`config.mk`:
```
export PLATFORM = sky130hd
export DESIGN_NAME = dm_arb
export DESIGN_NICKNAME = d
export VERILOG_FILES = /design/src/rtl/dm_arb.sv
export SDC_FILE = /design/constraint.sdc
export NUM_CORES = 1
export LEC_CHECK = 0
export BUFFER_PORTS_ARGS = -buffer_cell sky130_fd_sc_hd__buf_2
export CAP_MARGIN = 30
export CORE_AREA = 2 2 143 145
export CTS_BUF_LIST = sky130_fd_sc_hd__clkbuf_8
export DETAILED_ROUTE_END_ITERATION = 6
export DIE_AREA = 0 0 145 147
export PLACE_DENSITY = 0.75
export SLEW_MARGIN = 20
export SYNTH_ARGS = -nofsm -noshare
export SYNTH_HDL_FRONTEND = slang
export SYNTH_SLANG_ARGS = --single-unit
```
`constraint.sdc`:
```
create_clock -name clk -period 7.2 [get_ports clk]
set_input_delay 1.08 -clock clk [delete_from_list [all_inputs] [get_ports clk]]
set_output_delay 1.08 -clock clk [all_outputs]
set_load 0.05 [all_outputs]
```
`src/rtl/dm_arb.sv`:
```
// Two-master data-memory arbiter. The CPU and DMA ports share one dm port, and only one
// access is in flight at a time: IDLE -> [WAIT] -> XFER -> DONE.
module dm_arb #(
  parameter int unsigned WAIT = 0,
  parameter bit          RR   = 1'b1
) (
  input  logic        clk,
  input  logic        rst,
  // CPU port
  input  logic        c_req,
  input  logic        c_we,
  input  logic [31:0] c_ax,
  input  logic [31:0] c_x,
  input  logic [2:0]  c_op,
  input  logic [31:0] c_pcw,
  output logic        c_ack,
  output logic [31:0] c_z,
  output logic        c_stall,
  // DMA port
  input  logic        d_req,
  input  logic        d_we,
  input  logic [31:0] d_ax,
  input  logic [31:0] d_x,
  input  logic [2:0]  d_op,
  output logic        d_ack,
  output logic [31:0] d_z,
  // data memory side
  output logic [31:0] m_ax,
  output logic [31:0] m_x,
  output logic [2:0]  m_op,
  output logic [31:0] m_pcw,
  output logic        m_en,
  input  logic [31:0] m_z,
  output logic        busy
);

  typedef enum logic [1:0] {StIdle, StWait, StXfer, StDone} state_e;

  localparam int unsigned WaitM1 = (WAIT > 0) ? WAIT - 1 : 0;

  state_e      state_q, state_d;
  logic [3:0]  cnt_q, cnt_d;
  logic        win_q, win_d;   // 1 = DMA owns the current access
  logic        lp_q, lp_d;     // 1 = DMA was granted last
  logic        latch;
  logic        pick_dma;

  logic        we_q;
  logic [31:0] ax_q, x_q, pcw_q;
  logic [2:0]  op_q;
  logic        c_ack_q, d_ack_q;
  logic [31:0] c_z_q, d_z_q;

  // Sole requester wins; on conflict RR favours the port not granted last.
  assign pick_dma = d_req & (~c_req | (RR & ~lp_q));

  always_comb begin
    state_d = state_q;
    cnt_d   = cnt_q;
    win_d   = win_q;
    lp_d    = lp_q;
    latch   = 1'b0;
    unique case (state_q)
      StIdle: begin
        if (c_req | d_req) begin
          latch = 1'b1;
          win_d = pick_dma;
          lp_d  = pick_dma;
          if (WAIT > 0) begin
            state_d = StWait;
            cnt_d   = 4'(WaitM1);
          end else begin
            state_d = StXfer;
          end
        end
      end
      StWait: begin
        if (cnt_q == 4'd0) begin
          state_d = StXfer;
        end else begin
          cnt_d = cnt_q - 4'd1;
        end
      end
      StXfer: state_d = StDone;
      StDone: state_d = StIdle;
    endcase
  end

  always_ff @(posedge clk or posedge rst) begin
    if (rst) begin
      state_q <= StIdle;
      cnt_q   <= 4'd0;
      win_q   <= 1'b0;
      lp_q    <= 1'b1;
      we_q    <= 1'b0;
      ax_q    <= '0;
      x_q     <= '0;
      op_q    <= '0;
      pcw_q   <= '0;
      c_ack_q <= 1'b0;
      d_ack_q <= 1'b0;
      c_z_q   <= '0;
      d_z_q   <= '0;
    end else begin
      state_q <= state_d;
      cnt_q   <= cnt_d;
      win_q   <= win_d;
      lp_q    <= lp_d;
      if (latch) begin
        we_q  <= pick_dma ? d_we : c_we;
        ax_q  <= pick_dma ? d_ax : c_ax;
        x_q   <= pick_dma ? d_x  : c_x;
        op_q  <= pick_dma ? d_op : c_op;
        pcw_q <= pick_dma ? 32'd0 : c_pcw;
      end
      c_ack_q <= (state_q == StXfer) & ~win_q;
      d_ack_q <= (state_q == StXfer) & win_q;
      if (state_q == StXfer) begin
        if (win_q) begin
          d_z_q <= m_z;
        end else begin
          c_z_q <= m_z;
        end
      end
    end
  end

  assign m_ax    = ax_q;
  assign m_x     = x_q;
  assign m_op    = op_q;
  assign m_pcw   = pcw_q;
  assign m_en    = (state_q == StXfer) & we_q;
  assign busy    = (state_q != StIdle);
  assign c_ack   = c_ack_q;
  assign d_ack   = d_ack_q;
  assign c_z     = c_z_q;
  assign d_z     = d_z_q;
  assign c_stall = c_req & ~c_ack_q;

endmodule
```
Yosys cells after proc, flatten, opt, wreduce, memory -nomap -nowiden
Cells that the tools add are included.
W data, S select, Z words.
- register bits after elaboration: 174
- input bits: 204
- output and inout port bits: 168
- word-level logic and storage cells: 49
- $add $sub $neg: 1
- equal/unequal tests: 5
- muxes and demuxes: 10
- bitwise logic cells: 12
- reductions and logical operators: 8
- operators by type and width (kind ; number):
    $mux W32 ; 3
    $reduce_and A2 Y1 ; 5
    $pmux W2 S4 ; 1
    $and A1 B1 Y1 ; 5
    $not A1 Y1 ; 5
    $eq A2 B2 Y1 const B ; 2
    $logic_not A4 Y1 ; 1
    $mux W2 ; 2
    $ne A2 B2 Y1 const B ; 2
    $sub A4 B1 Y4 const B ; 1
    $mux W1 ; 3
    $mux W3 ; 1
    $eq A2 B1 Y1 const B ; 1
    $logic_not A2 Y1 ; 1
    $or A1 B1 Y1 ; 2
    $reduce_bool A2 Y1 ; 1

Depth between registers and ports, before layout
- depth in word-level cells: 4
- mapped depth: 7
- depth with buffers taken out: 5

Worst setup path before layout
Ideal clock, no wire load.
- path type: input-to-output
- from: input port c_req
- to: output port c_stall
- data arrival time: 1.787 ns
- required time: 6.120 ns
- setup slack: 4.333 ns
- stages: 1
- path buffers: 0
- path through: nor2b_1
- cells in the longest elaborated chain, start to end: 1
- RTL lines (what ; RTL line ; RTL):
    from (decl) ; 10 ; input logic c_req,
    $and A1 B1 Y1 ; 138 ; assign c_stall = c_req & ~c_ack_q;
    to (decl) ; 18 ; output logic c_stall,
Every way passes these cells.

Final worst setup path
- from: register state_q[1]
- to: output port busy
- cells in the longest elaborated chain, start to end: 1
- RTL lines (what ; RTL line ; RTL):
    from (decl) ; 41 ; state_e state_q, state_d;
    from (signal assigned) ; 91 ; state_q <= StIdle;
    from (signal assigned) ; 105 ; state_q <= state_d;
    $reduce_bool A2 Y1 ; 133 ; assign busy = (state_q != StIdle);
    to (decl) ; 34 ; output logic busy
Every way passes these cells.

==> summary by stage <==
Place
Detailed placement finished with a half-perimeter wire length of 14.24 mm. The placed cell count is 1229. The congestion estimate from routability-driven global placement came to 0.8388. The count of buffers added on input and output ports is 371.

Die
The die is 147 µm tall. The floorplan step defined a die boundary enclosing roughly 0.021 mm². The number of ports placed on the die boundary is 372. The die is approximately 150 µm wide. The initial standard-cell utilization of the core is 0.3626. After floorplanning, the core was sized to cover roughly 0.02 mm².

In this run the core area contains 52 standard-cell rows.

Yosys
The share of async-settable or async-resettable flops after synthesis is 1.000. The top-area cell type share of the netlist area is 0.6016. Synthesis produced a netlist whose cell count is 631. The total of warnings raised by yosys is 0.

In the post-synthesis netlist, the cell with the most instances is sky130_fd_sc_hd__dfrtp_1. The average footprint of a synthesized cell is about 11 µm². In this run the cell area of the synthesized design comes to 0.007196 mm².

The number of synthesized register bits is 174. The fraction of the yosys area taken by sequential cells is 0.6053. For this run, the leading register cell type out of synthesis is sky130_fd_sc_hd__dfrtp_1. The number of nets handed over by synthesis was 836. sky130_fd_sc_hd__dfrtp_1 takes more of the synthesized area than any other cell.

The count of cell types in the netlist is 29. The number of enable-type register cells in the synthesized netlist is 0. In the post-synthesis netlist, the biggest area contributors are sky130_fd_sc_hd__dfrtp_1 60%, sky130_fd_sc_hd__mux2_2 10%, sky130_fd_sc_hd__nand2_1 7.4%, sky130_fd_sc_hd__a31oi_1 5.1%, sky130_fd_sc_hd__a21oi_1 4.8%. Sorting the synthesized cells by how often they occur yields 173 x sky130_fd_sc_hd__dfrtp_1, 141 x sky130_fd_sc_hd__nand2_1, 69 x sky130_fd_sc_hd__a21oi_1, 66 x sky130_fd_sc_hd__mux2_2, 59 x sky130_fd_sc_hd__a31oi_1.

Worst setup path
For the worst setup path, the data required time is ~6.1 ns. The startpoint identified for the worst register-to-register timing path is state_q[1]. The endpoint arrival time on the critical path is 1.76 ns. The worst register-to-register path has a depth of 4. The capturing element type of the critical path is an output pin. The worst setup path is launched from a flop. The worst register-to-register path ends at m_ax[17]. The highest fanout seen on the critical path is 25.

The critical path is of the reg -> out type. Across all register-to-register paths, the minimum setup slack is about 4.5 ns.

STA
The slew of the pin with the lowest slew margin is 0.7912 ns. Derived from the worst setup path, the maximum achievable clock frequency is 351.8 MHz. Adding up every negative setup slack in the final design gives 0 ns. Setup repair after global routing left no endpoint under its margin. The clock arrives with ~0.024 ns of skew. The total count of hold-check failures in the final report was 0.

Setup violations remaining at the end of the flow were counted as 0. The final number of max-transition violations is 0. The headroom to the max-slew limit is 0.4725. The worst slack on hold paths is slightly above 0.5 ns. The final critical-path required period is 2.843 ns. Dividing the final minimum period by the clock period gives 0.3948.

Power
The power share of the combinational group is 0.581. Of the total power, the clock network draws 0.117. The share of total power consumed by net switching is 0.5449. The internal power component is 2618 µW.

Of the total power, registers draw 0.301. Overall power consumption after layout is estimated at ~5800 µW. The power per cell area is 593.2 mW/mm². VDD sags by at most about 260 µV. The analysis attributes to cell leakage a power of around 0.0048 µW.

Summed over all nets, the switching power comes to around 3100 µW.

GRT
Global routing finished with a remaining overflow of 0. The global routing usage summed across all routing layers is 0.1872. The initial antenna violation count is 0.

The largest net degree at the start of global routing is 97. The via count of the first global-routing pass is 6290. The first-pass GRT wire length is 32.24 mm.

Route
The post-detailed-route via-to-cell ratio is roughly 4.9. Once detail routing completed, the nets flagged for antenna violations numbered 0. The total wire length after detailed routing is 20.19 mm.

The number of search-and-repair iterations in the first detailed-routing pass is 5. The number of design-rule violations left by the first detailed-router iteration is 247. For this run, design rule violations remaining after detail routing come to 0. The mean routed wirelength per cell is 16.00 µm. The final route contains roughly 6.2k vias.

Clock tree
The H-tree was split into 4 levels. TritonCTS built the clock tree. The number of hold buffers added after CTS was 0.

The number of gates resized after CTS was 0. The clock net sink count is around 170. No sink is reached through more buffers than the 2 on the longest clock path. After clock tree synthesis, the setup repair step added 0 buffers. The tree is rooted in a sky130_fd_sc_hd__clkbuf_8. For the worst-skew pair, the clock arrives at the later sink with an insertion delay of between 0.4 and 0.5 ns.

TritonCTS created 17 clock buffers. Clock-pin slew was measured on the worst setup and hold paths at 0.09 ns.

Finish
For this run, the number of standard cells in the final layout without fillers is 1262. From synthesis to final layout, the design area changed by 34.78%. The fraction of final layout cells sized beyond drive strength 1 is 0.5020. In the final design database the tool counted 1185 nets. The total inserted antenna cells is 0.

Once layout is complete, the utilization of the core stands at 0.4887.

Run status
The flow ran to the end, and the final reports show no timing, DRC or antenna violations.

Worst hold path
The path class of the tightest hold or removal check is reg -> reg. The path with the worst hold slack has its endpoint at d_z[20]. The startpoint of the lowest-slack hold path is d_z[20]. The instance count along the most critical hold path is 1.

Job
The tool flagged a number of max-cap violations equal to 0.
worst max path at each step:
stage | depth (start not counted) | endpoint | from | slack [ns]
after floorplan | 1 | c_ack | rst | 1.40
after global placement | 5 | m_pcw[28] | c_req | 3.83
after detailed placement | 5 | m_x[22] | c_req | 4.05
after CTS | 3 | busy | state_q[1] | 4.30
after global routing | 4 | m_ax[17] | state_q[1] | 4.23
final | 3 | busy | state_q[1] | 4.36
power groups by stage:
stage | logic (µW) | clock network (µW) | registers (µW)
4_1_cts | 3370 | 701 | 1730
3_3_place_gp | 3300 | 0 | 1730
3_5_place_dp | 3370 | 0 | 1740
2_1_floorplan | 932 | 0 | 3370
5_1_grt | 3500 | 743 | 1790
6_report | 3350 | 675 | 1730
area by class of cell:
class | count | area [µm²]
flip-flops and latches | 174 | 4355
fillers | 1795 | 10150
clock buffers | 18 | 247.7
multi-input cells | 400 | 2577
well taps | 270 | 337.8
inverters | 5 | 23.77
clock inverters | 13 | 143.9
repair buffers | 382 | 2012
worst max-delay path, cell delays in order (launching register included):
cell                      delay [ns]
sky130_fd_sc_hd__dfrtp_1        0.46
sky130_fd_sc_hd__nor2_4         0.55
sky130_fd_sc_hd__inv_1          0.08
sky130_fd_sc_hd__buf_2          0.23
metrics by stage:
stage	instance area (µm²)	worst slack [ns]
after floorplan	7196	1.405
after global placement	9204	3.832
after detailed placement	9251	4.054
after CTS	9643	4.304
after global routing	9698	4.230
final	9698	4.357
cell usage in the layout, fill, tap and decap left out:
cell	n
sky130_fd_sc_hd__inv_6	2
sky130_fd_sc_hd__nand2b_1	2
sky130_fd_sc_hd__inv_8	6
sky130_fd_sc_hd__buf_4	7
sky130_fd_sc_hd__xnor2_1	1
sky130_fd_sc_hd__mux2i_1	1
sky130_fd_sc_hd__clkinv_8	2
sky130_fd_sc_hd__nor2_4	2
sky130_fd_sc_hd__and2_1	1
sky130_fd_sc_hd__ha_1	1
sky130_fd_sc_hd__and2_4	1
sky130_fd_sc_hd__clkbuf_8	18
sky130_fd_sc_hd__nor2b_1	4
sky130_fd_sc_hd__nand2_1	141
sky130_fd_sc_hd__buf_16	3
sky130_fd_sc_hd__a22o_1	33
sky130_fd_sc_hd__clkinv_4	4
sky130_fd_sc_hd__a31oi_2	10
sky130_fd_sc_hd__and3_1	1
sky130_fd_sc_hd__mux2_2	66
sky130_fd_sc_hd__dfrtp_1	173
sky130_fd_sc_hd__buf_12	1
sky130_fd_sc_hd__a31oi_1	59
sky130_fd_sc_hd__buf_2	371
sky130_fd_sc_hd__inv_1	4
sky130_fd_sc_hd__a21bo_2	1
sky130_fd_sc_hd__or2_2	1
sky130_fd_sc_hd__o22ai_1	1
sky130_fd_sc_hd__a21oi_1	69
sky130_fd_sc_hd__dfstp_2	1
sky130_fd_sc_hd__a21boi_4	1
sky130_fd_sc_hd__or3b_2	1
sky130_fd_sc_hd__nor4_1	1
sky130_fd_sc_hd__nor2_1	2
kinds of logic after synthesis:
| group | Yosys count | share of synthesized area |
|---|---|---|
| adders and majority gates | 1 | 0.001739 |
| AOI/OAI and AO/OA | 174 | 0.1607 |
| muxes | 67 | 0.1047 |
| buffers and inverters | 57 | 0.03964 |
| xor gates and xnor gates | 1 | 0.001217 |
| DFF | 174 | 0.6053 |
| and+or+nand+nor | 157 | 0.08677 |
routing by layer:
metal | track usage | up-vias | wire, µm
met4 | 0.06337 | 0 | 346
li1 | - | 2931 | -
met1 | 0.2256 | 3005 | 8241
met5 | 0 | - | 0
met2 | 0.3283 | 276 | 10290
met3 | 0.04752 | 24 | 1305
state kept, by name, indices dropped and copies added, names as in the netlist, 2 cells and up:
name / flops
c_z: 32
m_pcw: 32
m_x: 32
d_z: 32
state_q: 2
m_ax: 32
cnt_q: 4
m_op: 3
(Power assumes the default switching activity.)
